--- src/rtl/arb_pkg.sv ---
// Shared types for the 4-way round-robin arbiter: requester count,
// FSM state encoding, requester index/vector types and a one-hot helper.
package arb_pkg;

  localparam int unsigned NUM_REQ = 4;

  typedef enum logic {
    IDLE  = 1'b0,
    GRANT = 1'b1
  } state_t;

  typedef logic [1:0]         req_idx_t;
  typedef logic [NUM_REQ-1:0] req_vec_t;

  // One-hot vector with only bit idx set.
  function automatic req_vec_t idx_to_onehot(input req_idx_t idx);
    return req_vec_t'(1) << idx;
  endfunction

endpackage

--- src/rtl/rr_pick4.sv ---
// Combinational round-robin picker: scans req starting at base and wrapping
// modulo 4, and returns the first set bit as a one-hot vector and an index.
module rr_pick4
  import arb_pkg::*;
(
  input  req_vec_t req,
  input  req_idx_t base,
  output req_vec_t onehot,
  output req_idx_t idx,
  output logic     found
);

  logic [2*NUM_REQ-1:0] req_dbl;
  req_vec_t             rot;
  req_idx_t             off;

  // Rotate so that base lands at bit 0, then take the lowest set bit.
  always_comb begin
    // NOTE: every variable gets a default first so no path leaves it
    // unassigned, which would otherwise infer a latch.
    req_dbl = {req, req};
    rot     = req_vec_t'(req_dbl >> base);
    off     = '0;
    found   = 1'b0;
    // Descending scan leaves the lowest set offset in off.
    for (int i = NUM_REQ - 1; i >= 0; i--) begin
      if (rot[i]) begin
        off   = req_idx_t'(i);
        found = 1'b1;
      end
    end
    // The 2-bit add wraps naturally, undoing the rotation modulo 4.
    idx    = found ? req_idx_t'(base + off) : '0;
    onehot = found ? idx_to_onehot(idx) : '0;
  end

endmodule

--- src/rtl/rr_arb4.sv ---
// Four-requester round-robin arbiter with a per-grant hold limit.
// A holder keeps the grant until it drops its request or has held for
// MAX_HOLD cycles; then the pointer moves past it and arbitration restarts
// in the same cycle, so a waiting requester takes over without a bubble.
// All outputs are registered.
module rr_arb4
  import arb_pkg::*;
#(
  parameter int unsigned MAX_HOLD = 8  // legal range 1..255
) (
  input  logic       clock,
  input  logic       reset_n,
  input  logic       en,
  input  logic [3:0] req,
  output logic [3:0] gnt,
  output logic [1:0] gnt_id,
  output logic       preempt
);

  localparam int unsigned CNT_W = $clog2(MAX_HOLD + 1);
  typedef logic [CNT_W-1:0] cnt_t;
  localparam cnt_t MAX_CNT = cnt_t'(MAX_HOLD);

  state_t   state_q, state_d;
  req_idx_t ptr_q, ptr_d;
  cnt_t     hold_cnt_q, hold_cnt_d;
  req_vec_t gnt_q, gnt_d;
  req_idx_t gnt_id_q, gnt_id_d;
  logic     preempt_q, preempt_d;

  logic     hold_full;
  logic     keep;
  logic     timeout;
  req_idx_t pick_base;
  req_vec_t pick_onehot;
  req_idx_t pick_idx;
  logic     pick_found;

  // Classify the current cycle: holder keeps, holder times out, or re-arbitrate.
  always_comb begin
    hold_full = (hold_cnt_q == MAX_CNT);
    keep      = en && (state_q == GRANT) && req[gnt_id_q] && !hold_full;
    timeout   = en && (state_q == GRANT) && req[gnt_id_q] && hold_full;
    // Leaving a grant scans from just past the holder, making it lowest
    // priority; from IDLE the stored pointer is used unchanged.
    pick_base = (state_q == GRANT) ? req_idx_t'(gnt_id_q + 2'd1) : ptr_q;
  end

  rr_pick4 u_pick (
    .req    (req),
    .base   (pick_base),
    .onehot (pick_onehot),
    .idx    (pick_idx),
    .found  (pick_found)
  );

  // Next-state logic for the FSM, rotation pointer and hold counter.
  always_comb begin
    state_d    = state_q;
    ptr_d      = ptr_q;
    hold_cnt_d = hold_cnt_q;
    if (!en) begin
      state_d    = IDLE;
      hold_cnt_d = '0;
    end else begin
      case (state_q)
        IDLE: begin
          if (pick_found) begin
            state_d    = GRANT;
            hold_cnt_d = cnt_t'(1);
          end
        end
        GRANT: begin
          if (keep) begin
            hold_cnt_d = hold_cnt_q + cnt_t'(1);
          end else begin
            // Release or timeout: advance past the holder and re-arbitrate.
            ptr_d = pick_base;
            if (pick_found) begin
              state_d    = GRANT;
              hold_cnt_d = cnt_t'(1);
            end else begin
              state_d    = IDLE;
              hold_cnt_d = '0;
            end
          end
        end
        default: begin
          state_d    = IDLE;
          hold_cnt_d = '0;
        end
      endcase
    end
  end

  // Next values of the registered grant, grant index and preempt pulse.
  always_comb begin
    gnt_d     = '0;
    gnt_id_d  = '0;
    preempt_d = timeout;
    if (state_d == GRANT) begin
      if (keep) begin
        gnt_d    = gnt_q;
        gnt_id_d = gnt_id_q;
      end else begin
        gnt_d    = pick_onehot;
        gnt_id_d = pick_idx;
      end
    end
  end

  // State register; reset clears everything without waiting for a clock.
  always_ff @(posedge clock or negedge reset_n) begin
    // NOTE: sequential state uses non-blocking assignments so every flop
    // samples pre-edge values regardless of statement order.
    if (!reset_n) begin
      state_q    <= IDLE;
      ptr_q      <= '0;
      hold_cnt_q <= '0;
      gnt_q      <= '0;
      gnt_id_q   <= '0;
      preempt_q  <= 1'b0;
    end else begin
      state_q    <= state_d;
      ptr_q      <= ptr_d;
      hold_cnt_q <= hold_cnt_d;
      gnt_q      <= gnt_d;
      gnt_id_q   <= gnt_id_d;
      preempt_q  <= preempt_d;
    end
  end

  assign gnt     = gnt_q;
  assign gnt_id  = gnt_id_q;
  assign preempt = preempt_q;

endmodule

--- config.mk ---
export PLATFORM = sky130hd
export DESIGN_NAME = rr_arb4
export DESIGN_NICKNAME = d
export VERILOG_FILES = /design/src/rtl/arb_pkg.sv /design/src/rtl/rr_pick4.sv /design/src/rtl/rr_arb4.sv
export SDC_FILE = /design/constraint.sdc
export NUM_CORES = 1
export LEC_CHECK = 0
export BUFFER_PORTS_ARGS = -buffer_cell sky130_fd_sc_hd__buf_2
export CELL_PAD_IN_SITES_DETAIL_PLACEMENT = 0
export CELL_PAD_IN_SITES_GLOBAL_PLACEMENT = 1
export CORE_MARGIN = 1.5
export CORE_UTILIZATION = 39
export CTS_CLUSTER_DIAMETER = 40
export DETAILED_ROUTE_END_ITERATION = 16
export PLACE_DENSITY = 0.79
export SYNTH_ARGS = -nofsm -noshare
export SYNTH_HDL_FRONTEND = slang
export SYNTH_HIERARCHICAL = 1
export SYNTH_SLANG_ARGS = --single-unit
--- constraint.sdc ---
create_clock -name clock -period 2.2 [get_ports clock]
set_input_delay 0.22 -clock clock [delete_from_list [all_inputs] [get_ports clock]]
set_output_delay 0.22 -clock clock [all_outputs]
set_load 0.02 [all_outputs]
## After elaboration in Yosys (flattened, before gate mapping)

Cells that the tools add are included.

| cells by class | value |
|---|---|
| add/sub/neg operators | 3 |
| $lt $le $gt $ge | 1 |
| eq/ne operators | 3 |
| shifts and indexed selects | 2 |
| muxes and demuxes | 26 |
| bitwise gates (word level) | 2 |
| reductions and logical operators | 6 |

Operator list:

| operator | count |
|---|---|
| $mux W4 | 6 |
| $mux W2 | 8 |
| $mux W1 | 9 |
| $pmux W4 S2 | 1 |
| $shr A8 B2 Y4 | 1 |
| $add A4 B1 Y4 const B | 1 |
| $eq A4 B4 Y1 const B | 1 |
| $logic_and A1 B1 Y1 | 4 |
| $shl A1 B2 Y4 const A | 1 |
| $lt A2 B3 Y1 const B | 1 |
| $ne A3 B3 Y1 const B | 1 |
| $reduce_and A3 Y1 | 1 |
| $add A2 B1 Y2 const B | 1 |
| $add A2 B2 Y2 | 1 |
| $bmux W1 S2 | 1 |
| $ne A2 B2 Y1 const B | 1 |
| $not A1 Y1 | 2 |
| $pmux W1 S2 | 1 |
| $logic_not A1 Y1 | 1 |

| word-level totals | value |
|---|---|
| flip-flop bits (word level) | 14 |
| input port bits | 7 |
| word-level logic and storage cells | 49 |

## Depth between registers and ports, before layout

Gate-level depths: netlist of run 1.

| logic depth | value |
|---|---|
| depth in word-level cells | 13 |
| mapped depth | 11 |
| gate-level depth less buffers | 10 |

## Hierarchy

Netlist of run 1, hierarchy kept.

By module, submodules not included:

| module | instances | cells an instance | area each (um^2) | seq. area each (um^2) |
|---|---|---|---|---|
| rr_arb4 | 1 | 73 | 782.0 | 350.3 |
| rr_pick4 | 1 | 36 | 244.0 | 0.0 |

## Worst setup path after synthesis of run 1

OpenSTA, ideal clock, no wires.

| path | value |
|---|---|
| path kind | flip-flop to flip-flop |
| start point | reg gnt_id_q[0] (netlist: gnt_id[0]) |
| end point | reg gnt_id_q[0] (netlist: gnt_id[0]) |
| library setup time | 0.125 ns |
| arrival | 2.136 ns |
| data required time | 2.075 ns |
| slack | -0.061 ns |
| cell stages (with the launch flop) | 10 |
| buffers on the path | 1 |
| clock period less this slack | 2.261 ns |
| path through | dfrtp_1 > mux2i_1 > buf_6 > and2_4 > o211ai_1 > o211ai_1 > ha_1 > and2_1 > and3_1 > mux2_2 |

| on the way | value |
|---|---|
| elaborated cells on any way between the ends | 24 |
| classes of those cells | 2 x add/sub; 1 x eq/ne; 1 x shift; 18 x mux; 2 x reduce/logical |

RTL lines:

| what | line | source |
|---|---|---|
| start: declaration | rr_arb4.sv:28 | `req_idx_t gnt_id_q, gnt_id_d;` |
| start signal: assignment | rr_arb4.sv:128 | `gnt_id_q <= gnt_id_d;` |
| $add A2 B1 Y2 * | rr_arb4.sv:46 | `pick_base = (state_q == GRANT) ? req_idx_t'(gnt_id_q + 2'd1) : ptr_q;` |
| $mux W2 * | rr_arb4.sv:46 |  |
| net pick_base[0] | rr_arb4.sv:34 | `req_idx_t pick_base;` |
| $shr A8 B2 Y4 | rr_pick4.sv:22 | `rot = req_vec_t'(req_dbl >> base);` |
| $mux W2 (4 in a row) | rr_pick4.sv:27 | `if (rot[i]) begin` |
| $add A2 B2 Y2 | rr_pick4.sv:33 | `idx = found ? req_idx_t'(base + off) : '0;` |
| $mux W2 * | rr_pick4.sv:33 |  |
| net pick_idx[0] | rr_arb4.sv:36 | `req_idx_t pick_idx;` |
| $mux W2 * | rr_arb4.sv:102 | `if (keep) begin` |
| $mux W2 * | rr_arb4.sv:101 | `if (state_d == GRANT) begin` |

Mark *: on every way through the listed nets, which the timed path passes. The rest lies on a longest branch. The select of a mux whose other input is x is not followed.
A chain may end at the register's enable or synchronous reset.

## Final worst setup path of run 1

| path | value |
|---|---|
| start point | reg state_q |
| end point | reg gnt_id_q[0] (netlist: gnt_id[0]) |

| on the way | value |
|---|---|
| elaborated cells on any way between the ends | 23 |
| classes of those cells | 1 x add/sub; 1 x eq/ne; 1 x shift; 16 x mux; 1 x bitwise; 3 x reduce/logical |

RTL lines:

| what | line | source |
|---|---|---|
| start: declaration | rr_arb4.sv:24 | `state_t state_q, state_d;` |
| start signal: assignment | rr_arb4.sv:124 | `state_q <= state_d;` |
| $mux W2 * | rr_arb4.sv:46 |  |
| net pick_base[0] | rr_arb4.sv:34 |  |
| $shr A8 B2 Y4 | rr_pick4.sv:22 |  |
| $mux W2 (4 in a row) | rr_pick4.sv:27 |  |
| $add A2 B2 Y2 | rr_pick4.sv:33 |  |
| $mux W2 * | rr_pick4.sv:33 |  |
| net pick_idx[0] | rr_arb4.sv:36 |  |
| $mux W2 * | rr_arb4.sv:102 |  |
| $mux W2 * | rr_arb4.sv:101 |  |

Marks and branches as above.

==> results of run 1 <==
[worst reg2reg max path: cells and delay by family (launching register included)]
family / cells / cell delay (ns)
adders and majority gates: 1 / 0.31
AOI/OAI and AO/OA: 2 / 0.28
muxes: 2 / 0.48
and+or+nand+nor: 3 / 0.46
DFF: 1 / 0.45
[synth_stat cells (2+ instances only)]
master	n	area, um2
nand3b_1	3	22.5
o211ai_1	2	15.0
dfrtp_1	14	350
mux2_2	3	33.8
and2_1	2	12.5
a31o_1	5	43.8
inv_1	5	18.8
nand3_1	2	10.0
o21bai_1	3	22.5
nor3b_1	6	45.0
ha_1	3	37.5
nor2b_1	2	12.5
buf_6	2	22.5
a21oi_1	5	25.0
a21boi_1	2	15.0
nor2_1	10	37.5
o21ai_0	4	20.0
nand2_1	8	30.0
mux2i_1	4	40.0
[placed cells by master (no fill, tap or decap), drive strengths merged, types with 2 or more instances in the layout]
master	synthesis	final
inv	5	5
and2b	2	2
and2	3	3
o21ai	5	5
a31o	5	5
nor2	10	10
o211ai	2	2
nand3	3	3
nand3b	3	3
a21oi	5	5
buf	4	23
mux2	3	3
mux2i	4	4
dfrtp	14	14
o21bai	3	3
nor2b	2	2
clkbuf	0	4
nor3b	6	6
ha	3	3
a21boi	3	3
nand2	8	8
[how the worst min path moves through the flow]
stage | start | end | slack (ns) | depth (start not counted)
6_report | en | state_q | 0.27 | 2
5_1_grt | en | state_q | 0.27 | 2
4_1_cts | en | state_q | 0.25 | 2
3_5_place_dp | reset_n | gnt[1] | 0.13 | 1
3_3_place_gp | reset_n | gnt[1] | 0.13 | 1
2_1_floorplan | reset_n | gnt[0] | -0.08 | 0
[metrics by stage]
step                      hold WS [ns]  TNS, ns  area (um2)
after floorplan                -0.0756        0        1030
after global placement           0.127  -0.0104        1140
after detailed placement         0.131  -0.0588        1140
after CTS                        0.249        0        1210
after global routing             0.266        0        1240
final                            0.271        0        1240
[timing repair]
| item | CTS | global route |
|---|---|---|
| resized for setup | 2 | 1 |
| hold buffers | 1 | 0 |
| gates cloned | 0 | 0 |
| setup buffers | 1 | 4 |
| pin swaps | 0 | 4 |
| setup endpoints to repair | 1 | 2 |
| endpoints found under the hold margin | 14 | 0 |
[power groups by stage]
stage          Combinational (mW)  Sequential [mW]  Clock [mW]
6_report                    0.776            0.376       0.182
5_1_grt                     0.857            0.385       0.203
4_1_cts                     0.721            0.377       0.188
3_5_place_dp                0.691            0.380           0
3_3_place_gp                0.687            0.374           0
2_1_floorplan               0.462            0.444           0
[routing by layer]
layer,GRT usage,vias up
met5,0,-
met4,0.0750,0
met3,0.0246,2
met2,0.295,12
met1,0.228,435
li1,-,449
[area by class of cell]
cell class	instances	area, um2
Multi-Input combinational cell	86	646
Inverter	5	18.8
Clock buffer	4	36.3
Timing Repair Buffer	24	150
Fill cell	249	1240
Sequential cell	14	353
Tap cell	30	37.5
[flip-flops by register name, summed over array words and instances (netlist names)]
register / cells
hold_cnt_q: 4
gnt_id: 2
gnt: 4
ptr_q: 2
preempt: 1
state_q: 1
[logic make-up (layout without fill, tap and decap cells)]
kind of cell / Yosys count / in the layout / share of synthesized area
compound gates: 28 / 28 / 0.220
mux: 7 / 7 / 0.0720
xor+xnor: 2 / 2 / 0.0171
buf+inv: 9 / 33 / 0.0488
simple gates: 46 / 46 / 0.265
flops: 14 / 14 / 0.341
fa+ha+maj: 3 / 3 / 0.0366
==> flow_metrics.py, run 1 <==
metrics = {
    "timing": {
        "hold_violations": 0,
        "fin_skew_ns": 0.00108,
        "max-slew-margin-rel": 0.678,
        "tightest_slew_ns": 0.482,
        "finalWorstPathRequiredPeriod_ns": 2.10,
        "finalCritPeriodShare": 0.956,
        "slew_violations": 0,
        "max_clock_freq_mhz": 476,
        "finalSetupViolCount": 0,
        "rsz0062_at_grt": "false",
        "setup_ws_ns": 0.0976,
    },
    "critical_path": {
        "crit_end": "gnt_id[0]",
        "max_stage_delay_ns": 0.45,
        "cpMostUsedCell": "o211ai_1",
        "cp_top_family": "multiplexers",
        "ff2ff_setup_slack_ns": 0.1,
        "cp.arrival_ns": 2.27,
        "endpoint_kind": "flip-flop",
        "cp-start-kind": "flip-flop",
        "reg2reg_from": "state_q",
        "crit_start": "state_q",
        "worstPathCellList": "mux2i_4 > and2_4 > o211ai_1 > o211ai_1 > ha_1 > and2_1 > and3_1 > mux2_2",
        "path_buf_inv": 0,
        "cp_num_cells": 8,
        "r2r-end": "gnt_id[0]",
        "cp_max_fo": 7,
        "slowest_stage": "dfrtp_2",
        "reg2reg_depth": 8,
        "crit_required_ns": 2.36,
        "critical_path_class": "flip-flop to flip-flop",
    },
    "die": {
        "start_util": 0.414,
        "die_x_um": 54.3,
        "die-area_um2": 2950,
        "rows": 18,
        "io_pins": 14,
        "dieHeight_um": 54.3,
        "fp.coreArea_um2": 2480,
    },
    "synthesis": {
        "seq_area_frac_synth": 0.341,
        "yosys_warnings": 6,
        "synth_edf_count": 0,
        "synth_area_per_cell_um2": 9.41,
        "async_reset_ff_frac": 1.00,
        "synth_top_flop_cell": "dfrtp_1",
        "syn-num-nets": 119,
        "yosys.cell_types.count": 43,
        "synthCells": 109,
        "ys_ff_latch": 14,
        "syn_area_um2": 1030,
    },
    "power_and_ir_drop": {
        "combPwrFrac": 0.582,
        "power_switching_mw": 0.520,
        "p_per_area_nw_per_um2": 1070,
        "peakVddDrop_v": 0.000590,
        "pwr-share-seq": 0.282,
        "p_leak_nw": 0.551,
        "design_power_total_mw": 1.33,
        "p_sw_frac": 0.390,
        "pwr-share-clk": 0.137,
        "p_int_mw": 0.814,
    },
    "global_route": {
        "antenna_found_initial": 0,
        "grt-ovfl-total": 0,
        "grt_start_max_net_pins": 15,
        "grt_pass1_vias": 805,
        "grt_pass1_wl_mm": 3.69,
        "globalRouteTotalUtil": 0.177,
    },
    "routing": {
        "wl_met3_um": 64,
        "vias": 898,
        "drtAntennaViolNets": 0,
        "drt_iter0_markers": 15,
        "routed.top_layer": "met4",
        "vias_per_cell": 5.51,
        "remaining_drc_errors": 0,
        "dr_wl_met2_mm": 1.11,
        "wl_met1_mm": 1.07,
        "wl_per_cell_um": 13.8,
        "wirelength_mm": 2.26,
        "drt_pass1_iterations": 4,
    },
    "finish": {
        "final_layout_size_suffix_gt1_frac": 0.331,
        "layout.nets": 144,
        "stdcell_count": 163,
        "syn2layout_area_growth_pct": 21.0,
        "diodes": 0,
        "fin_util": 0.501,
    },
    "clocking": {
        "worstSkewPairLatency_ns": 0.27,
        "cts-root-buf": "clkbuf_4",
        "numCtsBuffers": 3,
        "clk_pin_slew_worst_paths_ns": 0.08,
        "clockBufferDepth": 2,
        "cts_htree_levels": 1,
        "clock-sinks": 14,
        "tritoncts": "built",
    },
    "place": {
        "place_ws_ns": -0.0588,
        "port_buffers": 13,
        "dp.final_hpwl_mm": 1.66,
        "dp.cells": 153,
        "gp_congestion": 0.695,
    },
    "hold_path": {
        "hp-class": "primary input to flip-flop",
    },
    "job": {
        "timing.max_cap.violations": 0,
    },
    "outcome": {
        "status": "complete, no violations",
    },
}
No activity file was read; power rests on OpenSTA's default activity.
==> run 2, diff against run 1 <==
--- a/config.mk
+++ b/config.mk
@@ -12,6 +12,7 @@
 export CORE_UTILIZATION = 39
 export CTS_CLUSTER_DIAMETER = 40
 export DETAILED_ROUTE_END_ITERATION = 16
+export GPL_TIMING_DRIVEN = 0
 export PLACE_DENSITY = 0.79
 export SYNTH_ARGS = -nofsm -noshare
 export SYNTH_HDL_FRONTEND = slang
==> run 2 against run 1 <==
  * Die area is the same
  * Sequential cell count is the same
  * Sequential power grew 6.6%
  * Routed wire length grew 8.5%
  * Clock power is essentially flat
  * Final cell count grew 1.2%
  * Critical path depth grew 1
  * Fmax shrank 3.3%
  * Count of clock-buffer cells in the layout is the same
  * Critical path type unchanged
  * Critical endpoint unchanged
  * Largest power group unchanged
==> flow_metrics.py, run 2 (synthesis gave the netlist of run 1 again) <==
metrics = {
    "outcome": {
        "status": "complete, no violations",
    },
    "timing": {
        "fin_skew_ns": 0.0109,
        "rsz0062_at_grt": "true",
        "max-slew-margin-rel": 0.704,
        "max_clock_freq_mhz": 460,
        "tightest_slew_ns": 0.443,
        "hold_violations": 0,
        "slew_violations": 0,
        "finalWorstPathRequiredPeriod_ns": 2.17,
        "hold_slack_ns": 0.246,
        "finalCritPeriodShare": 0.988,
        "finalSetupViolCount": 0,
    },
    "die": {
        "die_x_um": 54.3,
        "io_pins": 14,
        "start_util": 0.414,
        "die-area_um2": 2950,
        "fp.coreArea_um2": 2480,
        "rows": 18,
        "dieHeight_um": 54.3,
    },
    "finish": {
        "final_layout_size_suffix_gt1_frac": 0.341,
        "final_cell_mix": "dfrtp_1, buf_2, nor2_1",
        "layout.nets": 146,
        "syn2layout_area_growth_pct": 24.9,
        "design_area_um2": 1280,
        "diodes": 0,
        "fin_util": 0.517,
        "stdcell_count": 165,
    },
    "routing": {
        "vias": 913,
        "remaining_drc_errors": 0,
        "vias_per_cell": 5.53,
        "drt_iter0_markers": 29,
        "wirelength_mm": 2.45,
        "drtAntennaViolNets": 0,
        "dr_wl_met2_mm": 1.24,
        "wl_met3_um": 56,
        "wl_per_cell_um": 14.8,
        "drt_pass1_iterations": 4,
        "routed.top_layer": "met4",
        "wl_met1_mm": 1.14,
    },
    "place": {
        "port_buffers": 13,
        "dp.final_hpwl_mm": 1.60,
        "gp_congestion": 0.694,
        "dp.cells": 152,
        "placedInstanceArea_um2": 1140,
    },
    "critical_path": {
        "crit_required_ns": 2.37,
        "ff2ff_setup_slack_ns": 0.03,
        "endpoint_kind": "flip-flop",
        "cp_top_family": "simple AND/OR/NAND/NOR gates",
        "r2r-end": "gnt_id[0]",
        "path_buf_inv": 1,
        "cp-start-kind": "flip-flop",
        "reg2reg_from": "state_q",
        "cp.arrival_ns": 2.35,
        "critical_path_class": "flip-flop to flip-flop",
        "cp_max_fo": 5,
        "worstPathCellList": "buf_6 > mux2i_4 > nor4_1 > a21oi_1 > o211ai_1 > ha_2 > and2_1 > and3_1 > mux2_4",
        "max_stage_delay_ns": 0.38,
        "reg2reg_depth": 9,
        "slowest_stage": "dfrtp_1",
    },
    "global_route": {
        "grt_pass1_wl_mm": 3.77,
        "grt_start_max_net_pins": 15,
        "grt-ovfl-total": 0,
        "antenna_found_initial": 0,
        "globalRouteTotalUtil": 0.177,
        "grt_pass1_vias": 836,
    },
    "power_and_ir_drop": {
        "peakVddDrop_v": 0.000552,
        "p_int_mw": 0.830,
        "p_leak_nw": 0.562,
        "combPwrFrac": 0.581,
        "pwr-share-clk": 0.133,
        "pwr-share-seq": 0.286,
        "p_per_area_nw_per_um2": 1090,
        "power_switching_mw": 0.569,
        "p_sw_frac": 0.407,
    },
    "clocking": {
        "tritoncts": "built",
        "clock-sinks": 14,
        "numCtsBuffers": 3,
        "clk_pin_slew_worst_paths_ns": 0.09,
        "cts-root-buf": "clkbuf_4",
        "worstSkewPairLatency_ns": 0.28,
        "cts_htree_levels": 1,
        "clockBufferDepth": 2,
    },
    "hold_path": {
        "holdPathStages": 2,
        "worstHoldEndpoint": "state_q",
        "hp-class": "primary input to flip-flop",
        "worstHoldStart": "en",
    },
    "job": {
        "timing.max_cap.violations": 0,
    },
}
## run 2: timing repair
action / CTS / global route
endpoints found under the hold margin: 14 / 0
pin swaps: 5 / 8
hold buffers: 1 / 0
gates cloned: 0 / 1
gates resized for setup: 4 / 4
setup endpoints to repair: 4 / 6
setup buffers: 5 / 3
## run 2: per-stage QoR
step           TNS, ns  setup slack, ns  power, mW
6_report             0           0.0259       1.40
5_1_grt        -0.0872          -0.0783       1.49
4_1_cts        -0.0497          -0.0497       1.33
3_5_place_dp    -0.296           -0.229       1.07
3_3_place_gp    -0.222           -0.171       1.05
2_1_floorplan        0          0.00806      0.906
## run 2: power by group through the flow
stage | Sequential, mW | Combinational (mW) | Clock [mW]
2_1_floorplan | 0.444 | 0.462 | 0
3_3_place_gp | 0.390 | 0.660 | 0
4_1_cts | 0.395 | 0.748 | 0.190
3_5_place_dp | 0.398 | 0.669 | 0
5_1_grt | 0.411 | 0.882 | 0.198
6_report | 0.401 | 0.813 | 0.185
## run 2: worst max-delay path by stage
stage	startpoint	endpoint	slack (ns)	cells past startpoint
6_report	state_q	gnt_id[0]	0.03	9
5_1_grt	gnt_id[0]	gnt_id[0]	-0.08	8
4_1_cts	state_q	gnt_id[0]	-0.05	10
3_5_place_dp	state_q	gnt_id[0]	-0.23	10
3_3_place_gp	state_q	gnt_id[0]	-0.17	10
2_1_floorplan	state_q	gnt_id[0]	0.008	10
## run 2: final cells by class
class,count,area (um2)
Timing Repair Buffer,22,135
Tap cell,30,37.5
Fill cell,232,1200
Buffer,3,26.3
Inverter,5,18.8
Sequential cell,14,352
Clock buffer,4,36.3
Multi-Input combinational cell,87,676
## run 2: routing by layer
metal / up-vias / global-route usage
met1: 444 / 0.225
li1: 453 / -
met3: 2 / 0.0246
met4: 0 / 0.0500
met5: - / 0
met2: 14 / 0.311
==> run 3, diff against run 2 <==
--- a/config.mk
+++ b/config.mk
@@ -9,11 +9,12 @@
 export CELL_PAD_IN_SITES_DETAIL_PLACEMENT = 0
 export CELL_PAD_IN_SITES_GLOBAL_PLACEMENT = 1
 export CORE_MARGIN = 1.5
-export CORE_UTILIZATION = 39
+export CORE_UTILIZATION = 41
+export CTS_BUF_LIST = sky130_fd_sc_hd__clkbuf_8
 export CTS_CLUSTER_DIAMETER = 40
 export DETAILED_ROUTE_END_ITERATION = 16
 export GPL_TIMING_DRIVEN = 0
-export PLACE_DENSITY = 0.79
+export PLACE_DENSITY = 0.83
 export SYNTH_ARGS = -nofsm -noshare
 export SYNTH_HDL_FRONTEND = slang
 export SYNTH_HIERARCHICAL = 1
==> run 3 against run 2 <==
  * Die area fell by 4.6%
  * Largest cell class unchanged
  * Count of clock-buffer cells in the layout fell by 1
  * Critical endpoint unchanged
  * Clock skew fell by 0.0030 ns
  * First-iteration DRC count fell by 38%
  * Sequential cell count did not move
  * Sequential share of layout area fell by 0.13 points
  * Critical path depth did not move
  * Largest power group unchanged
==> flow_metrics.py, run 3 (synthesis gave the netlist of run 1 again) <==
metrics = {
    "finish": {
        "syn2layout_area_growth_pct": 25.5,
        "final_layout_size_suffix_gt1_frac": 0.343,
        "layout.nets": 145,
        "num-fill-cells": 216,
        "design_area_um2": 1290,
        "final_cell_mix": "dfrtp_1, buf_2, nor2_1",
        "stdcell_count": 162,
        "diodes": 0,
    },
    "die": {
        "die-area_um2": 2810,
        "io_pins": 14,
        "dieHeight_um": 53.0,
        "die_x_um": 53.0,
        "fp.coreArea_um2": 2300,
        "start_util": 0.447,
        "rows": 17,
    },
    "critical_path": {
        "path_buf_inv": 1,
        "worstPathCellList": "buf_6 > mux2i_4 > and2_4 > o211ai_1 > o211ai_1 > ha_1 > and2_1 > and3_1 > mux2_4",
        "cp_max_fo": 7,
        "crit_required_ns": 2.33,
        "cp_top_family": "multiplexers",
        "endpoint_kind": "flip-flop",
        "cpMostUsedCell": "o211ai_1",
        "cp-start-kind": "flip-flop",
        "r2r-end": "gnt_id[0]",
        "max_stage_delay_ns": 0.36,
        "reg2reg_depth": 9,
        "ff2ff_setup_slack_ns": 0.04,
        "cp.arrival_ns": 2.29,
        "reg2reg_from": "state_q",
        "critical_path_class": "flip-flop to flip-flop",
        "slowest_stage": "mux2i_4",
    },
    "global_route": {
        "grt_pass1_wl_mm": 3.95,
        "grt_start_max_net_pins": 15,
        "grt-ovfl-total": 0,
        "globalRouteTotalUtil": 0.195,
        "grt_busiest_layer": "met2",
        "grtUsageMet2": 0.325,
        "grt_pass1_vias": 889,
        "grt.met3_usage": 0.0565,
        "grtUsageMet1": 0.249,
        "antenna_found_initial": 0,
    },
    "place": {
        "dp.cells": 150,
        "port_buffers": 13,
        "gp_congestion": 0.795,
        "placedInstanceArea_um2": 1130,
        "dp.final_hpwl_mm": 1.65,
    },
    "routing": {
        "vias_per_cell": 5.62,
        "wirelength_mm": 2.33,
        "vias": 910,
        "wl_per_cell_um": 14.4,
        "remaining_drc_errors": 0,
        "drt_iter0_markers": 18,
        "drtAntennaViolNets": 0,
        "drt_pass1_iterations": 4,
    },
    "timing": {
        "fin_skew_ns": 0.00796,
        "finalCritPeriodShare": 0.981,
        "rsz0062_at_grt": "true",
        "tightest_slew_ns": 0.472,
        "slew_violations": 0,
        "setup-tns-final_ns": 0,
        "max_clock_freq_mhz": 463,
        "hold_violations": 0,
        "finalWorstPathRequiredPeriod_ns": 2.16,
        "finalSetupViolCount": 0,
        "hold_slack_ns": 0.316,
        "max-slew-margin-rel": 0.684,
    },
    "clocking": {
        "cts_htree_levels": 1,
        "cts-root-buf": "clkbuf_8",
        "worstSkewPairLatency_ns": 0.24,
        "tritoncts": "built",
        "clock-sinks": 14,
        "numCtsBuffers": 3,
        "clockBufferDepth": 2,
        "clk_pin_slew_worst_paths_ns": 0.06,
    },
    "hold_path": {
        "worstHoldEndpoint": "state_q",
        "worstHoldStart": "en",
        "hp-class": "primary input to flip-flop",
        "holdPathStages": 2,
    },
    "job": {
        "timing.max_cap.violations": 0,
    },
    "power_and_ir_drop": {
        "p_leak_nw": 0.569,
        "p_per_area_nw_per_um2": 1090,
        "peakVddDrop_v": 0.000718,
    },
    "outcome": {
        "status": "complete, no violations",
    },
}
## run 3: per-layer routing
| metal | vias to the layer above | part of all wire | wire length (um) |
|---|---|---|---|
| li1 | 445 | - | - |
| met2 | 21 | 0.48 | 1120 |
| met4 | 0 | 0.0039 | 9 |
| met3 | 2 | 0.045 | 105 |
| met5 | - | 0 | 0 |
| met1 | 442 | 0.47 | 1090 |
## run 3: metrics by stage
| step | worst slack (ns) | power (mW) | util |
|---|---|---|---|
| after detailed placement | -0.207 | 1.07 | 0.494 |
| after CTS | 0.0322 | 1.35 | 0.533 |
| final | 0.0417 | 1.41 | 0.560 |
| after global routing | -0.0600 | 1.51 | 0.560 |
| after global placement | -0.178 | 1.05 | 0.494 |
| after floorplan | 0.00806 | 0.906 | - |
## run 3: cell type report
class / count / area [um2] / share of cell area
multi-input combinational: 86 / 663 / 0.515
clock buffer: 3 / 41.3 / 0.0321
buffer: 3 / 26.3 / 0.0204
sequential: 14 / 352 / 0.273
clock inverter: 1 / 3.75 / 0.00292
inverter: 5 / 18.8 / 0.0146
timing repair buffer: 22 / 148 / 0.115
tap: 28 / 35.0 / 0.0272
## run 3: timing repair
item,CTS,global route
hold buffers,1,0
buffers inserted,4,4
endpoints found under the setup margin,3,4
resized for setup,3,7
pin swaps,2,4
hold endpoints to repair,14,0
## run 3: worst max-delay path by stage
stage	from	to	depth (start not counted)
6_report	state_q	gnt_id[0]	9
5_1_grt	state_q	gnt_id[0]	10
4_1_cts	gnt_id[0]	gnt_id[0]	8
3_5_place_dp	state_q	gnt_id[0]	10
3_3_place_gp	state_q	gnt_id[0]	11
2_1_floorplan	state_q	gnt_id[0]	10
## run 3: power breakdown
part / internal (mW) / switching (mW)
registers: 0.331 / 0.0627
logic: 0.401 / 0.403
clock network: 0.123 / 0.0858
